**src/rtl/bcd_pkg.sv**
```systemverilog
// rtl/bcd_pkg.sv - shared BCD constants, FSM state type and digit helper for bcd2bin/bin2bcd
package bcd_pkg;

  typedef enum logic [0:0] {
    IDLE  = 1'b0,
    SHIFT = 1'b1
  } state_t;

  localparam int         BCD_NIB_W     = 4;
  localparam logic [3:0] BCD_MAX_DIGIT = 4'd9;
  localparam logic [3:0] BCD_ADJ_TH    = 4'd8;
  localparam logic [3:0] BCD_ADJ_VAL   = 4'd3;

  function automatic logic nib_invalid(input logic [BCD_NIB_W-1:0] nib);
    return nib > BCD_MAX_DIGIT;
  endfunction

endpackage

```
**src/rtl/bcd2bin_if.sv**
```systemverilog
// rtl/bcd2bin_if.sv - request/result bundle between a BCD producer and the bcd2bin converter
interface bcd2bin_if
  import bcd_pkg::*;
#(
  parameter int DIGITS = 4,
  parameter int BIN_W  = 14
);

  logic [DIGITS*BCD_NIB_W-1:0] bcd;
  logic                        bcd_vld;
  logic [BIN_W-1:0]            bin;
  logic                        bin_vld;
  logic                        busy;
  logic                        err;

  modport master (
    output bcd, bcd_vld,
    input  bin, bin_vld, busy, err
  );

  modport slave (
    input  bcd, bcd_vld,
    output bin, bin_vld, busy, err
  );

endinterface

```
**src/rtl/bcd_digit_adj.sv**
```systemverilog
// rtl/bcd_digit_adj.sv - one-nibble correction after a right shift: values >= 8 drop by 3
module bcd_digit_adj
  import bcd_pkg::*;
(
  input  logic [BCD_NIB_W-1:0] din,
  output logic [BCD_NIB_W-1:0] dout
);

  // A bit shifted in from the next digit weighs 5 in decimal, not 8.
  assign dout = (din >= BCD_ADJ_TH) ? din - BCD_ADJ_VAL : din;

endmodule

```
**src/rtl/bcd2bin.sv**
```systemverilog
// rtl/bcd2bin.sv - sequential packed-BCD to binary converter (reverse double-dabble); optional BCD2BIN_CHECK_EN digit check
module bcd2bin
  import bcd_pkg::*;
#(
  parameter int DIGITS = 4,
  parameter int BIN_W  = 14
) (
  input  logic      clk,
  input  logic      rst_n,
  bcd2bin_if.slave  s
);

  localparam int BCD_W = DIGITS * BCD_NIB_W;
  localparam int CNT_W = $clog2(BIN_W + 1);

  state_t             state;
  logic [BCD_W-1:0]   bcd_sr;
  logic [BIN_W-1:0]   bin_sr;
  logic [CNT_W-1:0]   cnt;
  logic [BIN_W-1:0]   bin_q;
  logic               bin_vld_q;
  logic               busy_q;

  logic [BCD_W-1:0]   bcd_shift;
  logic [BCD_W-1:0]   bcd_adj;
  logic [BIN_W-1:0]   bin_shift;
  logic               last_step;

  assign {bcd_shift, bin_shift} = {bcd_sr, bin_sr} >> 1;
  assign last_step              = (cnt == CNT_W'(BIN_W - 1));

  for (genvar g = 0; g < DIGITS; g++) begin : g_adj
    bcd_digit_adj u_adj (
      .din  (bcd_shift[g*BCD_NIB_W +: BCD_NIB_W]),
      .dout (bcd_adj[g*BCD_NIB_W +: BCD_NIB_W])
    );
  end

`ifdef BCD2BIN_CHECK_EN
  logic bad_in;
  logic bad_q;
  logic err_q;

  always_comb begin
    bad_in = 1'b0;
    for (int i = 0; i < DIGITS; i++) begin
      if (nib_invalid(s.bcd[i*BCD_NIB_W +: BCD_NIB_W])) bad_in = 1'b1;
    end
  end

  // The flag rides along with the conversion and only surfaces on the result edge.
  always_ff @(posedge clk or negedge rst_n) begin
    if (!rst_n) begin
      bad_q <= 1'b0;
      err_q <= 1'b0;
    end else begin
      if (state == IDLE && s.bcd_vld) bad_q <= bad_in;
      if (state == SHIFT && last_step) err_q <= bad_q;
    end
  end

  assign s.err = err_q;
`else
  logic bad_q;
  assign bad_q = 1'b0;
  assign s.err = 1'b0;
`endif

  always_ff @(posedge clk or negedge rst_n) begin
    if (!rst_n) begin
      state     <= IDLE;
      bcd_sr    <= '0;
      bin_sr    <= '0;
      cnt       <= '0;
      bin_q     <= '0;
      bin_vld_q <= 1'b0;
      busy_q    <= 1'b0;
    end else begin
      bin_vld_q <= 1'b0;
      case (state)
        IDLE: begin
          if (s.bcd_vld) begin
            bcd_sr <= s.bcd;
            bin_sr <= '0;
            cnt    <= '0;
            busy_q <= 1'b1;
            state  <= SHIFT;
          end
        end
        SHIFT: begin
          bcd_sr <= bcd_adj;
          bin_sr <= bin_shift;
          cnt    <= cnt + 1'b1;
          // Requests arriving on this edge are dropped: the FSM is still in SHIFT.
          if (last_step) begin
            bin_q     <= bad_q ? '0 : bin_shift;
            bin_vld_q <= 1'b1;
            busy_q    <= 1'b0;
            state     <= IDLE;
          end
        end
        default: state <= IDLE;
      endcase
    end
  end

  assign s.bin     = bin_q;
  assign s.bin_vld = bin_vld_q;
  assign s.busy    = busy_q;

endmodule

```
**src/flat_wrapper.sv**
```systemverilog
// flat-port wrapper written by rule: the top's interface ports become plain ports
module bcd2bin_flat import bcd_pkg::*;
#(
  parameter int DIGITS = 4,
  parameter int BIN_W  = 14
)
  (clk, rst_n, s_bcd, s_bcd_vld, s_bin, s_bin_vld, s_busy, s_err);
  bcd2bin_if #(.DIGITS(DIGITS), .BIN_W(BIN_W)) s_i ();
  input  logic clk;
  input  logic rst_n;
  input wire logic [$bits(s_i.bcd)-1:0] s_bcd;
  input wire logic [$bits(s_i.bcd_vld)-1:0] s_bcd_vld;
  output wire logic [$bits(s_i.bin)-1:0] s_bin;
  output wire logic [$bits(s_i.bin_vld)-1:0] s_bin_vld;
  output wire logic [$bits(s_i.busy)-1:0] s_busy;
  output wire logic [$bits(s_i.err)-1:0] s_err;
  assign s_i.bcd = s_bcd;
  assign s_i.bcd_vld = s_bcd_vld;
  assign s_bin = s_i.bin;
  assign s_bin_vld = s_i.bin_vld;
  assign s_busy = s_i.busy;
  assign s_err = s_i.err;
  bcd2bin #(.DIGITS(DIGITS), .BIN_W(BIN_W)) u_core (.clk(clk), .rst_n(rst_n), .s(s_i));
endmodule
```
**config.mk**
```make
export PLATFORM = sky130hd
export DESIGN_NAME = bcd2bin_flat
export DESIGN_NICKNAME = d
export VERILOG_FILES = /design/src/rtl/bcd_pkg.sv /design/src/rtl/bcd2bin_if.sv /design/src/rtl/bcd_digit_adj.sv /design/src/rtl/bcd2bin.sv /design/src/flat_wrapper.sv
export SDC_FILE = /design/constraint.sdc
export NUM_CORES = 1
export LEC_CHECK = 0
export CORE_UTILIZATION = 37
export CTS_CLUSTER_DIAMETER = 60
export DETAILED_ROUTE_END_ITERATION = 7
export SLEW_MARGIN = 20
export SYNTH_ARGS = -nofsm -noshare
export SYNTH_HDL_FRONTEND = slang
export SYNTH_HIERARCHICAL = 1
export SYNTH_SLANG_ARGS = --single-unit
```
**constraint.sdc**
```tcl
create_clock -name clk -period 1.87 [get_ports clk]
set_input_delay 0.374 -clock clk [delete_from_list [all_inputs] [get_ports clk]]
set_output_delay 0.374 -clock clk [all_outputs]
set_load 0.02 [all_outputs]
```
==> flow_summary_export.csv <==
group,metric,value,unit
die,core.rowCount,29,
clocking,htreeDepth,2,
synthesis,netlist_instances,230,
global_routing,use_met3,3.26,%
outcome,status,"finished, violations left",
drt,dr.pass1.iters,6,
drt,drt.antenna.violating_nets,0,
final_layout,area_delta_synth_final,22.5,%
drt,wl,4160,um
global_routing,first_global_vias,1528,
place,placed_cells,337,
timing,min_period,1660,ps
clocking,clk_pin_slew,90,ps
synthesis,synth-seq-cells,50,
place,io_buffers,34,
global_routing,use_met1,17.5,%
power,p_leak,1.44,nW
global_routing,antenna_found_initial,0,
timing,slew_viol_final,0,
clocking,clockRootBuffer,"clkbuf_8",
clocking,clock_sinks,50,
timing,max_freq,603,MHz
critical_path,crit_family,"buffers and inverters",
global_routing,grt-busiest-layer,"met2",
clocking,clk_latency,300,ps
run,max-cap-violations,0,
critical_path,critPathMaxFanout,2,
synthesis,netlist_area,0.00248,mm2
timing,tns,0,ps
power,power,4.83,mW
critical_path,cpPeakStageDelay,610,ps
clocking,hold_buffers,0,
clocking,cts_resized,0,
synthesis,synthAdderAreaFrac,5.05,%
synthesis,synth_ff_type,"dfrtp_1",
critical_path,path_buf_inv,1,
worst_hold_path,worstHoldPathType,"input port to asynchronous set/reset pin",
final_layout,design.final.nets,296,
outcome,violations,"design-rule violations",
global_routing,overflow,0,
place,gp_congestion,0.719,
global_routing,grt_use_met2,19.8,%
critical_path,slowest_stage,"clkdlybuf4s50_1",
die,start_util,38.6,%
timing,final_hold_viol_count,0,
place,hpwl,2660,um
synthesis,synthArstFlopShare,100,%
synthesis,synth-compound-area-share,8.64,%
synthesis,synth_mux_area_share,14.6,%
synthesis,synth-edff-count,0,
clocking,cts_buffer_depth,2,
power,ir_worst_vdd,0.647,mV
timing,fin_skew,7.70,ps
synthesis,synth_top_family_by_area,"multiplexers",
clocking,cts_tree,"yes",
die,die_w,83.8,um
critical_path,cp_cell_sequence,"clkdlybuf4s50_1",
drt,num_vias,1620,
critical_path,crit_required,1500,ps
drt,post_drt_wl_per_cell,12.1,um
timing,setup_violations,0,
final_layout,final_cells,345,
synthesis,synth_cell_types,26,
clocking,numCtsBuffers,5,
synthesis,synthSimpleGateAreaFrac,13.0,%
global_routing,grt_pass1_wl,7180,um
synthesis,synth_warnings,6,
final_layout,n_antenna_cell,0,
die,num_io_pins,36,
clocking,cts_setup_buffers,0,
final_layout,drive_above_1_share,10.4,%
die,die_y,83.8,um
synthesis,synthXorXnorAreaFrac,3.54,%
critical_path,arrival,1290,ps
global_routing,grt_max_degree,67,
critical_path,critPathLaunchType,"flop",
drt,via_per_inst,4.70,
synthesis,post_synth.cell_area_avg,10.8,um2
critical_path,worstSetupEndpointType,"output port",
critical_path,path_class,"flop to output port",
timing,rsz0062_at_grt,"no",
global_routing,grt_use_total,12.9,%
drt,remaining_drc_errors,3,
timing,finalCritPeriodShare,88.7,%
synthesis,ys_seq_area_share,50.5,%
die,core_area,0.00642,mm2
die,die_area,0.00702,mm2
drt,drt-initial-drc-count,77,
power,powerDensity,1590,mW/mm2
[sequential cells by signal, indices dropped and copies added (netlist names)]
name              count
u_core/bin_sr        13
u_core/s.bin         14
u_core/cnt            4
u_core/s.bin_vld      1
u_core/state          1
u_core/bcd_sr        16
u_core/s.busy         1
[layer usage]
layer | share of wire (%) | vias to the layer above
met4 | 1.1 | 0
met5 | 0 | -
met1 | 51 | 765
li1 | - | 822
met2 | 45 | 29
met3 | 3.3 | 4
[logic make-up (layout without fill, tap and decap cells)]
family,count (synthesis),in the layout
fa+ha+maj,10,10
xor+xnor,10,10
other cells,1,6
simple gates,64,64
compound gates,41,41
buf+inv,23,56
mux,31,31
flops,50,50
[stage by stage]
stage	util, %	area [um2]	hold WS, ps	setup slack (ps)
after detailed placement	45.5	2920	346	317
final	47.2	3030	0.0517	211
after global placement	45.5	2920	342	343
after global routing	47.2	3030	24.4	148
after CTS	47.2	3030	9.90	183
after floorplan	-	2490	78.4	491
[synth_stat cells, drive strengths merged (3+ instances only)]
master | count | area share [%]
mux2 | 14 | 7.7
nor2b | 4 | 1.0
xor2 | 5 | 1.8
clkbuf | 3 | 0.45
buf | 10 | 2.5
mux2i | 17 | 6.9
nor2 | 3 | 0.45
a21oi | 5 | 1.0
ha | 10 | 5.1
dfrtp | 50 | 51
nand2b | 18 | 4.5
xnor2 | 5 | 1.8
nand2 | 34 | 5.2
inv | 10 | 1.5
o21ai | 33 | 6.7
[cells in the final DEF (no fill, tap or decap)]
master	instances
nor3b_1	1
nand3_1	2
clkbuf_1	1
clkdlybuf4s50_1	33
buf_12	3
or2b_1	1
clkinvlp_4	1
clkbuf_8	5
xor2_1	5
buf_2	1
mux2_4	9
buf_4	1
o31ai_1	1
nor2_1	3
conb_1	6
nand4_4	1
dfrtp_2	1
mux2i_1	17
bufinv_16	1
mux2_2	5
nand2b_1	18
a21o_1	1
nand2_1	34
ha_1	10
inv_1	10
dfrtp_1	49
nor2b_1	4
xnor2_1	5
a22o_1	1
o21ai_0	33
a21oi_1	5
[final timing paths]
kind	start	end	slack, ps	cells after the start
worst max-delay path	u_core/s.bin[11]	s_bin[11]	210	1
worst min-delay path	rst_n	u_core/s.bin[9]	0.05	1
max in group asynchronous	rst_n	u_core/bcd_sr[5]	1310	2
min in group clk	u_core/bin_sr[1]	u_core/bin_sr[1]	500	1
worst max register to register	u_core/cnt[1]	u_core/s.bin[10]	350	4
worst min register to register	u_core/bin_sr[1]	u_core/bin_sr[1]	500	1
[cell type report]
class                           count  area (um2)
Fill cell                         609        3390
Sequential cell                    50        1250
Multi-Input combinational cell    162        1130
Timing Repair Buffer               38         403
Tap cell                           77        96.3
Clock buffer                        6        72.6
Clock inverter                      2        37.5
Inverter                           10        37.5
[report_power, final]
group          total [mW]  internal (mW)  switching [mW]  leakage [nW]
sequential           2.07           1.60           0.464         0.620
combinational        2.01           1.08           0.931         0.767
clock               0.752          0.399           0.353        0.0514
total                4.83           3.09            1.75          1.44
No activity file was read; power rests on OpenSTA's default activity.
